$ cat src/rtl/regfile_wr_ctrl_if.sv
// Bundle between the writeback requesters and the register-file write controller:
// two valid/ready request channels plus the registered write port and init status.
interface regfile_wr_ctrl_if #(
  parameter int DATA_WIDTH = 32,
  parameter int ADDR_WIDTH = 5
);
  logic                  a_valid;
  logic [ADDR_WIDTH-1:0] a_addr;
  logic [DATA_WIDTH-1:0] a_data;
  logic                  a_ready;

  logic                  b_valid;
  logic [ADDR_WIDTH-1:0] b_addr;
  logic [DATA_WIDTH-1:0] b_data;
  logic                  b_ready;

  logic                  WE3;
  logic [ADDR_WIDTH-1:0] AD3;
  logic [DATA_WIDTH-1:0] WD3;
  logic                  init_done;

  modport master (
    output a_valid, a_addr, a_data, b_valid, b_addr, b_data,
    input  a_ready, b_ready, WE3, AD3, WD3, init_done
  );

  modport slave (
    input  a_valid, a_addr, a_data, b_valid, b_addr, b_data,
    output a_ready, b_ready, WE3, AD3, WD3, init_done
  );
endinterface

$ cat src/rtl/regfile_wr_ctrl.sv
// Owns the register file's single write port: zero-fill sweep after reset or clr,
// then round-robin arbitration of two writeback requesters with x0 writes dropped.
module regfile_wr_ctrl #(
  parameter int DATA_WIDTH = 32,
  parameter int ADDR_WIDTH = 5
) (
  input  logic             clk,
  input  logic             rst_n,
  input  logic             clr,
  regfile_wr_ctrl_if.slave bus
);

  typedef enum logic [1:0] {
    CLEAR = 2'd0,
    FLUSH = 2'd1,
    RUN   = 2'd2
  } state_t;

  state_t                state;
  logic [ADDR_WIDTH-1:0] clr_cnt;
  logic                  last_b;

  logic                  we_p0;
  logic [ADDR_WIDTH-1:0] ad_p0;
  logic [DATA_WIDTH-1:0] wd_p0;
  logic                  init_p0;

  logic                  a_rdy;
  logic                  b_rdy;

  // x0 is hardwired to zero, so accepted writes to it never reach the file.
  function automatic logic writable(input logic [ADDR_WIDTH-1:0] addr);
    return addr != '0;
  endfunction

  always_comb begin
    a_rdy = 1'b0;
    b_rdy = 1'b0;
    if (state == RUN && !clr) begin
      a_rdy = bus.a_valid && (!bus.b_valid || last_b);
      b_rdy = bus.b_valid && (!bus.a_valid || !last_b);
    end
  end

  // p0: request accepted at this edge becomes the registered write port
  always_ff @(posedge clk or negedge rst_n) begin
    if (!rst_n) begin
      state   <= CLEAR;
      clr_cnt <= '0;
      last_b  <= 1'b1;
      we_p0   <= 1'b0;
      ad_p0   <= '0;
      wd_p0   <= '0;
      init_p0 <= 1'b0;
    end else begin
      case (state)
        CLEAR: begin
          we_p0   <= 1'b1;
          ad_p0   <= clr_cnt;
          wd_p0   <= '0;
          clr_cnt <= clr_cnt + ADDR_WIDTH'(1);
          if (&clr_cnt) state <= FLUSH;
        end
        FLUSH: begin
          we_p0   <= 1'b0;
          init_p0 <= 1'b1;
          state   <= RUN;
        end
        RUN: begin
          if (clr) begin
            we_p0   <= 1'b0;
            init_p0 <= 1'b0;
            clr_cnt <= '0;
            state   <= CLEAR;
          end else if (a_rdy) begin
            last_b <= 1'b0;
            we_p0  <= writable(bus.a_addr);
            if (writable(bus.a_addr)) begin
              ad_p0 <= bus.a_addr;
              wd_p0 <= bus.a_data;
            end
          end else if (b_rdy) begin
            last_b <= 1'b1;
            we_p0  <= writable(bus.b_addr);
            if (writable(bus.b_addr)) begin
              ad_p0 <= bus.b_addr;
              wd_p0 <= bus.b_data;
            end
          end else begin
            we_p0 <= 1'b0;
          end
        end
        default: begin
          we_p0   <= 1'b0;
          init_p0 <= 1'b0;
          clr_cnt <= '0;
          state   <= CLEAR;
        end
      endcase
    end
  end

  assign bus.a_ready   = a_rdy;
  assign bus.b_ready   = b_rdy;
  assign bus.WE3       = we_p0;
  assign bus.AD3       = ad_p0;
  assign bus.WD3       = wd_p0;
  assign bus.init_done = init_p0;

endmodule
$ cat src/flat_wrapper.sv
// flat-port wrapper written by rule: the top's interface ports become plain ports
module regfile_wr_ctrl_flat 
#(
  parameter int DATA_WIDTH = 32,
  parameter int ADDR_WIDTH = 5
)
  (clk, rst_n, clr, bus_a_valid, bus_a_addr, bus_a_data, bus_b_valid, bus_b_addr, bus_b_data, bus_a_ready, bus_b_ready, bus_WE3, bus_AD3, bus_WD3, bus_init_done);
  regfile_wr_ctrl_if #(.DATA_WIDTH(DATA_WIDTH), .ADDR_WIDTH(ADDR_WIDTH)) bus_i ();
  input  logic clk;
  input  logic rst_n;
  input  logic clr;
  input wire logic [$bits(bus_i.a_valid)-1:0] bus_a_valid;
  input wire logic [$bits(bus_i.a_addr)-1:0] bus_a_addr;
  input wire logic [$bits(bus_i.a_data)-1:0] bus_a_data;
  input wire logic [$bits(bus_i.b_valid)-1:0] bus_b_valid;
  input wire logic [$bits(bus_i.b_addr)-1:0] bus_b_addr;
  input wire logic [$bits(bus_i.b_data)-1:0] bus_b_data;
  output wire logic [$bits(bus_i.a_ready)-1:0] bus_a_ready;
  output wire logic [$bits(bus_i.b_ready)-1:0] bus_b_ready;
  output wire logic [$bits(bus_i.WE3)-1:0] bus_WE3;
  output wire logic [$bits(bus_i.AD3)-1:0] bus_AD3;
  output wire logic [$bits(bus_i.WD3)-1:0] bus_WD3;
  output wire logic [$bits(bus_i.init_done)-1:0] bus_init_done;
  assign bus_i.a_valid = bus_a_valid;
  assign bus_i.a_addr = bus_a_addr;
  assign bus_i.a_data = bus_a_data;
  assign bus_i.b_valid = bus_b_valid;
  assign bus_i.b_addr = bus_b_addr;
  assign bus_i.b_data = bus_b_data;
  assign bus_a_ready = bus_i.a_ready;
  assign bus_b_ready = bus_i.b_ready;
  assign bus_WE3 = bus_i.WE3;
  assign bus_AD3 = bus_i.AD3;
  assign bus_WD3 = bus_i.WD3;
  assign bus_init_done = bus_i.init_done;
  regfile_wr_ctrl #(.DATA_WIDTH(DATA_WIDTH), .ADDR_WIDTH(ADDR_WIDTH)) u_core (.clk(clk), .rst_n(rst_n), .clr(clr), .bus(bus_i));
endmodule
$ cat config.mk
export PLATFORM = sky130hd
export DESIGN_NAME = regfile_wr_ctrl_flat
export DESIGN_NICKNAME = d
export VERILOG_FILES = /design/src/rtl/regfile_wr_ctrl_if.sv /design/src/rtl/regfile_wr_ctrl.sv /design/src/flat_wrapper.sv
export SDC_FILE = /design/constraint.sdc
export NUM_CORES = 1
export LEC_CHECK = 0
export CAP_MARGIN = 30
export CORE_MARGIN = 2
export CORE_UTILIZATION = 43
export CTS_BUF_LIST = sky130_fd_sc_hd__clkbuf_4
export CTS_CLUSTER_SIZE = 8
export DETAILED_ROUTE_END_ITERATION = 10
export GPL_TIMING_DRIVEN = 0
export PLACE_DENSITY = 0.82
export SYNTH_ARGS = -nofsm -noshare
export SYNTH_HDL_FRONTEND = slang
export SYNTH_SLANG_ARGS = --single-unit
$ cat constraint.sdc
create_clock -name clk -period 2.5 [get_ports clk]
set_clock_uncertainty 0.05 [all_clocks]
set_input_delay 0.75 -clock clk [delete_from_list [all_inputs] [get_ports clk]]
set_output_delay 0.75 -clock clk [all_outputs]
set_load 0.005 [all_outputs]
### Yosys cells after proc, flatten, opt, wreduce, memory -nomap -nowiden

Cells that the tools add are included.

| operators by class | value |
|---|---|
| bitwise operators | 3 |
| add/subtract/negate cells | 1 |
| mux-type cells | 27 |
| reductions and logical operators | 20 |
| equality and inequality tests | 8 |

Operators with widths:

| kind | count |
|---|---|
| $mux W32 | 5 |
| $pmux W32 S2 | 1 |
| $mux W5 | 6 |
| $pmux W5 S3 | 1 |
| $pmux W5 S2 | 1 |
| $reduce_and A5 Y1 | 2 |
| $reduce_bool A5 Y1 | 2 |
| $ne A3 B3 Y1 const B | 3 |
| $mux W1 | 8 |
| $pmux W2 S3 | 1 |
| $reduce_and A2 Y1 | 3 |
| $add A5 B1 Y5 const B | 1 |
| $logic_not A1 Y1 | 4 |
| $mux W2 | 2 |
| $ne A2 B2 Y1 const B | 2 |
| $reduce_bool A2 Y1 | 2 |
| $logic_and A1 B1 Y1 | 3 |
| $not A1 Y1 | 3 |
| $pmux W1 S3 | 1 |
| $reduce_and A3 Y1 | 1 |
| $eq A2 B1 Y1 const B | 1 |
| $eq A2 B2 Y1 const B | 1 |
| $logic_not A2 Y1 | 1 |
| $logic_or A1 B1 Y1 | 2 |
| other kinds (2) | 2 |

| storage, ports and cells | value |
|---|---|
| word-level logic and storage cells | 66 |
| register bits after elaboration | 47 |

### Logic depth before layout (Yosys ltp)

Gate-level depths: netlist of run 1.

| logic depth | value |
|---|---|
| depth in word-level cells | 8 |
| gate-level depth with buffers | 8 |
| mapped depth without buffers | 5 |

### Worst setup path before layout of run 1

OpenSTA, ideal clock, no wires.

| timing path | value |
|---|---|
| path kind | input to output |
| start point | input port clr |
| end point | output port bus_a_ready |
| data required time | 1.700 ns |
| stages | 4 |
| slack | 0.081 ns |
| arrival time | 1.619 ns |
| path through | nor3b_4 nand3_2 inv_2 clkbuf_1 |

| on the way | value |
|---|---|
| word-level cells in the longest chain between the ends | 3 |

RTL lines:

| what | line | text |
|---|---|---|
| start: declaration | flat_wrapper.sv:11 | `input logic clr;` |
| $logic_not A1 Y1 | regfile_wr_ctrl.sv:39 | `if (state == RUN && !clr) begin` |
| $logic_and A1 B1 Y1 | regfile_wr_ctrl.sv:39 |  |
| $mux W1 | regfile_wr_ctrl.sv:39 |  |
| end: declaration | flat_wrapper.sv:18 | `output wire logic [$bits(bus_i.a_ready)-1:0] bus_a_ready;` |

Every way passes these cells.

### Final worst setup path of run 1

| timing path | value |
|---|---|
| start point | input port clr |
| end point | output port bus_b_ready |

| on the way | value |
|---|---|
| word-level cells in the longest chain between the ends | 3 |

RTL lines:

| what | line | text |
|---|---|---|
| $logic_not A1 Y1 | regfile_wr_ctrl.sv:39 |  |
| $logic_and A1 B1 Y1 | regfile_wr_ctrl.sv:39 |  |
| $mux W1 | regfile_wr_ctrl.sv:39 |  |
| end: declaration | flat_wrapper.sv:19 | `output wire logic [$bits(bus_i.b_ready)-1:0] bus_b_ready;` |

Every way passes these cells.

==> run metrics, run 1 <==
weighted congestion reported at the end of routability-driven placement=between 0.8 and 0.9; number of instances in the synthesized netlist=about 270; clock-pin slew on the worst setup and hold paths=between 100 and 150 ps; clock period minus worst slack=2466 ps; Slowest cell on crit path=sky130_fd_sc_hd__dlygate4sd2_1; die outline area=~0.0069 mm²; maximum vdd ir drop=roughly 0.45 mV; clock tree from TritonCTS=done; area of all placed cells without fillers=0.004134 mm²; worst setup path category=input pin to output port; pwr/cell area=between 600 and 700 mW/mm²; insertion delay of the later-clocked pin in the worst-skew pair=~370 ps; top-level I/O count=120; MaxCap Viol Count=0; area of all sequential standard cells=0.001177 mm²; required time of the critical path=between 1500 and 2000 ps; met3 wire len=approximately 480 µm; area of the mapped netlist=0.002696 mm²; number of filler cells placed in the layout=between 400 and 500; iteration count of the initial detailed-routing pass=4; top cell family by delay on the critical path=buffers and inverters; count of flip-flops with a built-in enable after synthesis=0; cell at the root of the clock tree=sky130_fd_sc_hd__clkbuf_4; TritonCTS buffer count=5; remaining antenna violation count=0; share of layout cells above drive strength 1=roughly 18%; worst slew pin tran=between 500 and 600 ps; vias in the first global route=2,742; per-cell via count in the routed design=~5.4; power after layout=2.487 mW; horizontal die dimension=83.19 µm; standard cell area after detailed placement=0.003996 mm²; multi-input gate area in the final layout=0.001389 mm²; result of the run=finished clean; most used flip-flop cell after synthesis=sky130_fd_sc_hd__dfrtp_1; Core Rows=28; number of nets in the final layout=488; number of sinks driven by the clock tree=47; final total negative setup slack=0 ps; Core Region=between 0.005 and 0.006 mm²; largest driver fanout on the critical path=4; Tot GR Track Use=between 20% and 30%; register bit total from synthesis=47; level count of the clock H-tree=2; number of synthesis warnings=0; Cell Count Post-Placement=467; count of cell types in the netlist=32; Metal-1 WL=around 3400 µm; topmost layer with routed signal wires=met4; Max stage delay on crit path=roughly 230 ps; GRT overflow=0; number of endpoints failing setup at the final stage=0; antenna fix cells=0; fraction of the cycle the final worst path needs=a little over nine tenths; net count of the mapped netlist=between 300 and 400; drt initial violations=108; via count=between 2k and 3k; unrepaired setup endpoints after global routing=no; Min Hold Slack=between 300 and 400 ps; startpoint class of the critical path=input pin; initial antenna violation count=0; area added between synthesis and finish=53.32%; largest net degree at the start of global routing=26; post-layout instance count excluding filler cells=roughly 480; average routed wire per standard cell=about 16 µm; endpoint type of the worst setup path=output port; total buffers and inverters traversed by the critical path=3; FMAX=slightly above 400 MHz; Arr. time, crit path=roughly 1700 ps; Chip Height=between 80 and 90 µm; share of synthesized area occupied by flip-flops and latches=43.67%; Slew Viols, Final=0; most common library cell in the layout ignoring fill and taps=sky130_fd_sc_hd__clkdlybuf4s50_1; largest buffer count on any clock path=2; post-DP HPWL=approximately 5900 µm; routed wl met2=approximately 3800 µm; # port buffers=between 100 and 150; DRC violation count after routing=0; most used cells in the layout excluding fill and tap cells=sky130_fd_sc_hd__clkdlybuf4s50_1 (113), sky130_fd_sc_hd__dfrtp_1 (46), sky130_fd_sc_hd__nand2_1 (43), sky130_fd_sc_hd__o21ai_0 (40), sky130_fd_sc_hd__nand4_1 (32); async set or reset register ratio after synthesis=100.0%; list of cells traversed by the critical path=buf_4 -> nor3b_4 -> buf_6 -> and3_4 -> dlygate4sd2_1; synthesized area per cell=approximately 10 µm²; Initial Util=between 40% and 50%; worst hold path type=input pin to async pin; Final Hold Viols=0; global-route wire length before repair=roughly 13,000 µm; worst-case headroom to the max-slew limit=a little over three fifths; cell leakage power=between 1.5 and 2 nW; sum of routed wire length over all layers=7926 µm
per-layer routing:
layer | vias up | GRT usage, %
met4 | 0 | 9.687
li1 | 1251 | -
met1 | 1233 | 28.45
met5 | - | 0
met2 | 106 | 38.34
met3 | 24 | 4.374
Yosys cell counts, types with 5 or more instances:
library cell                n  area, µm²
sky130_fd_sc_hd__buf_2      6      30.03
sky130_fd_sc_hd__nand2_1   43      161.4
sky130_fd_sc_hd__nor3_1     8      40.04
sky130_fd_sc_hd__clkbuf_1  16      60.06
sky130_fd_sc_hd__mux2_2    18      202.7
sky130_fd_sc_hd__nand4_1   32      200.2
sky130_fd_sc_hd__nor2_1     5      18.77
sky130_fd_sc_hd__nor2b_1    8      50.05
sky130_fd_sc_hd__o21ai_0   40      200.2
sky130_fd_sc_hd__mux2_4    19      285.3
sky130_fd_sc_hd__a311o_1    5      50.05
sky130_fd_sc_hd__dfrtp_1   46       1151
registers in the layout, indices dropped and copies added, names as in the netlist:
name and flops:
u_core.bus.init_done 1, u_core.state 2, u_core.last_b 1, u_core.bus.WD3 32, u_core.bus.AD3 5, u_core.clr_cnt 5, u_core.bus.WE3 1
repair_timing:
item                                    in CTS  in global routing
pin swaps                                    2                  2
setup buffers                                7                  1
hold buffers                                 0                  0
endpoints found under the setup margin      39                  1
resized for setup                           19                  2
per-stage QoR:
step	utilization, %	setup slack [ps]
after floorplan	-	81.39
after global placement	66.46	-1368
after detailed placement	66.71	-1368
after CTS	68.94	6.138
after global routing	69.01	11.24
final	69.01	34.32
layout make-up:
cell class | count | share of cell area, %
Multi-Input combinational cell | 197 | 33.60
Timing Repair Buffer | 128 | 30.45
Sequential cell | 47 | 28.48
Buffer | 25 | 3.571
Tap cell | 75 | 2.270
Clock buffer | 6 | 1.090
Inverter | 3 | 0.3329
Clock inverter | 2 | 0.2119
path summary, 6_finish.rpt:
path,start,to,slack (ps),cells after the start
max,clr,bus_b_ready,30,5
min,rst_n,u_core.bus.WD3[18],300,1
max reg2reg,u_core.state[1],u_core.bus.WD3[23],240,10
min reg2reg,u_core.bus.init_done,u_core.bus.init_done,470,1
max in group asynchronous,rst_n,u_core.state[1],1580,2
min in group clk,u_core.bus.init_done,u_core.bus.init_done,470,1
report_power, final:
part	internal (mW)	switching (mW)	total [mW]
clock	0.117	0.249	0.366
combinational	0.637	0.446	1.08
sequential	0.921	0.119	1.04
total	1.67	0.813	2.49
kinds of logic after synthesis:
kind of cell	Yosys count	synth area share, %
buffers and inverters	28	5.290
muxes	39	18.84
and+or+nand+nor	104	19.95
adders and majority gates	2	0.9279
AOI/OAI and AO/OA	51	11.00
DFF	47	43.67
xor gates and xnor gates	1	0.3249
No activity file was read; power rests on OpenSTA's default activity.
==> inputs of run 2 (changes only) <==
Settings changed: CORE_UTILIZATION 43 to 47, PLACE_DENSITY 0.82 to 0.89, SLEW_MARGIN set to 0.
Clock period 2.5 ns to 2.93 ns, I/O delays scaled along.
==> run 2 against run 1 <==
Clock power is 19% lower. Global-route usage rose by 2.7 points. Final cell count decreased by 1.4%. Power fell by 15%. Sequential share of layout area rose by 0.28 points. Setup slack improved by 12 ps. Combinational power down 15%. Hold slack improved by 150 ps. Via count is 2.8% higher. Critical path depth rose by 1. Die area decreased by 8.1%. Sequential power shrank 15%. Critical endpoint is now bus_a_ready. Largest power group unchanged.
==> run metrics, run 2 (synthesis gave the netlist of run 1 again) <==
sequential power share=42.2% (+0.4 points); TritonCTS buffer count=5 (unchanged); switching share of power=32.26% (-0.42 points); most used cells in the layout excluding fill and tap cells=sky130_fd_sc_hd__clkdlybuf4s50_1 (114), sky130_fd_sc_hd__dfrtp_1 (46), sky130_fd_sc_hd__nand2_1 (43), sky130_fd_sc_hd__o21ai_0 (40), sky130_fd_sc_hd__nand4_1 (32); per-cell via count in the routed design=5.643 (+4.3%); post-layout instance count excluding filler cells=476 (-1.4%); Clk network pwr share=14.0% (-0.7 points); weighted congestion reported at the end of routability-driven placement=0.8042 (-8.4%); clock period minus worst slack=around 2900 ps; Slew Viols, Final=0 (unchanged); maximum vdd ir drop=0.4430 mV (-1.9%); sum of routed wire length over all layers=7706 µm (-2.8%); Core Region=0.005540 mm² (-7.5%); worst setup path category=input pin to output port; worst hold path type=input pin to async pin; number of sinks driven by the clock tree=47 (unchanged); fraction of the cycle the final worst path needs=between 90% and 100%; antenna fix cells=0 (unchanged); standard cell area after detailed placement=0.003993 mm² (about the same); Int Pwr=1.424 mW (-15%); average routed wire per standard cell=16.19 µm (-1.3%); Post-CTS Hold Fix Bufs=0 (unchanged); Slowest cell on crit path=sky130_fd_sc_hd__clkdlybuf4s50_1; Min Hold Slack=452.5 ps (+151.4 ps); Chip Height=79.74 µm (-4.1%); result of the run=finished clean; level count of the clock H-tree=2 (unchanged); clock-pin slew on the worst setup and hold paths=130 ps (about the same); share of layout cells above drive strength 1=16.09% (-1.6 points); sw power=0.6783 mW (-17%); via count=2,686 (+2.8%); Core Rows=27 (-3.6%); Arr. time, crit path=1960 ps (+290 ps); pwr/cell area=513.6 mW/mm² (-15%); Initial Util=48.67% (+3.7 points); clock tree from TritonCTS=done; largest driver fanout on the critical path=3 (-1); cell at the root of the clock tree=sky130_fd_sc_hd__clkbuf_4; number of nets in the final layout=484 (-0.82%); unrepaired setup endpoints after global routing=no; worst-case headroom to the max-slew limit=62.56% (+0.13 points); power after layout=2.103 mW (-15%); iteration count of the initial detailed-routing pass=7 (+3); # port buffers=119 (unchanged); initial antenna violation count=0 (unchanged); DRC violation count after routing=0 (unchanged); number of endpoints failing setup at the final stage=0 (unchanged); MaxCap Viol Count=0 (unchanged); largest buffer count on any clock path=2 (unchanged); fraction of the core area covered by cells at the end of the flow=73.89% (+4.9 points); combinational power share=43.8% (+0.3 points); post-DP HPWL=5699 µm (-3.7%); area added between synthesis and finish=51.83%; Place WS=-1169 ps (+198.7 ps); largest net degree at the start of global routing=26 (unchanged); cell leakage power=1.748 nW (-0.86%); drt initial violations=125 (+16%); endpoint type of the worst setup path=output port; Final Hold Viols=0 (unchanged); number of flip-flops in the largest register=32 (unchanged); insertion delay of the later-clocked pin in the worst-skew pair=350 ps (-20 ps); remaining antenna violation count=0 (unchanged); required time of the critical path=2000 ps (+300 ps); startpoint class of the critical path=input pin; Cell Count Post-Placement=464 (-0.64%); die outline area=0.006358 mm² (-8.1%); final total negative setup slack=0 ps (unchanged); list of cells traversed by the critical path=clkdlybuf4s50_1 -> nand2b_1 -> buf_6 -> nand3_4 -> inv_4 -> dlygate4sd2_1; worst slew pin tran=561.7 ps (-1.994 ps); FMAX=about 350 MHz; global-route wire length before repair=12,730 µm (-1.1%); Max stage delay on crit path=490 ps (+260 ps); GRT overflow=0 (unchanged); horizontal die dimension=79.74 µm (-4.1%); vias in the first global route=2,641 (-3.7%); top-level I/O count=120 (unchanged); most common library cell in the layout ignoring fill and taps=sky130_fd_sc_hd__clkdlybuf4s50_1; area of all placed cells without fillers=0.004094 mm² (-0.97%); Tot GR Track Use=25.40% (+2.7 points); setup ws final=45.98 ps (+11.66 ps)
-- run 2: changes by cell type in the layout (fill, tap and decap cells not counted), sizes merged --
cell,change
clkdlybuf4s50,+1
buf,-5
dlymetal6s2s,+1
dlygate4sd2,-1
-- run 2: timing repair --
action	CTS	global route
gates cloned	0	0
resized for setup	9	2
pin swaps	2	1
setup endpoints to repair	3	1
setup buffers	5	0
-- run 2: worst max-delay path: cells and delay by family --
family / cells / cell delay [ps]
buffers and inverters: 4 / 910
and+or+nand+nor: 2 / 170
-- run 2: final cells by class --
class / count / area [µm²]
fillers: 412 / 1446
multi-input cells: 197 / 1384
repair buffers: 125 / 1242
plain buffers: 24 / 133.9
inverters: 3 / 13.76
clock inverters: 2 / 7.507
flip-flops and latches: 47 / 1177
clock buffers: 6 / 45.04
well taps: 72 / 90.09
-- run 2: power by group through the flow --
stage	combinational [mW]	clock, mW	sequential (mW)
global placement	0.868	0	0.887
finish	0.921	0.295	0.886
global route	1.00	0.333	0.906
detailed placement	0.899	0	0.896
floorplan	0.484	0	0.885
CTS	0.920	0.304	0.884
-- run 2: per-layer routing --
metal  wire [µm]  GRT usage (%)
met5           0              0
met4         163          8.475
met3         533          4.864
met2        3828          43.61
met1        3179          32.17
-- run 2: final timing paths --
| kind | start | end | slack (ps) | cells past startpoint |
|---|---|---|---|---|
| worst min-delay path | rst_n | u_core.bus.WD3[30] | 450 | 1 |
| max in group asynchronous | rst_n | u_core.last_b | 1770 | 2 |
| worst max-delay path | bus_b_valid | bus_a_ready | 50 | 6 |
| worst min register to register | u_core.bus.init_done | u_core.bus.init_done | 450 | 1 |
| worst max register to register | u_core.state[1] | u_core.bus.WD3[16] | 750 | 9 |
| min in group clk | u_core.bus.init_done | u_core.bus.init_done | 450 | 1 |
==> inputs of run 3 (changes only) <==
Settings changed: GPL_ROUTABILITY_DRIVEN set to 1.
==> results of run 3 <==
The final DEF is identical to that of run 2; final timing and power are the same.
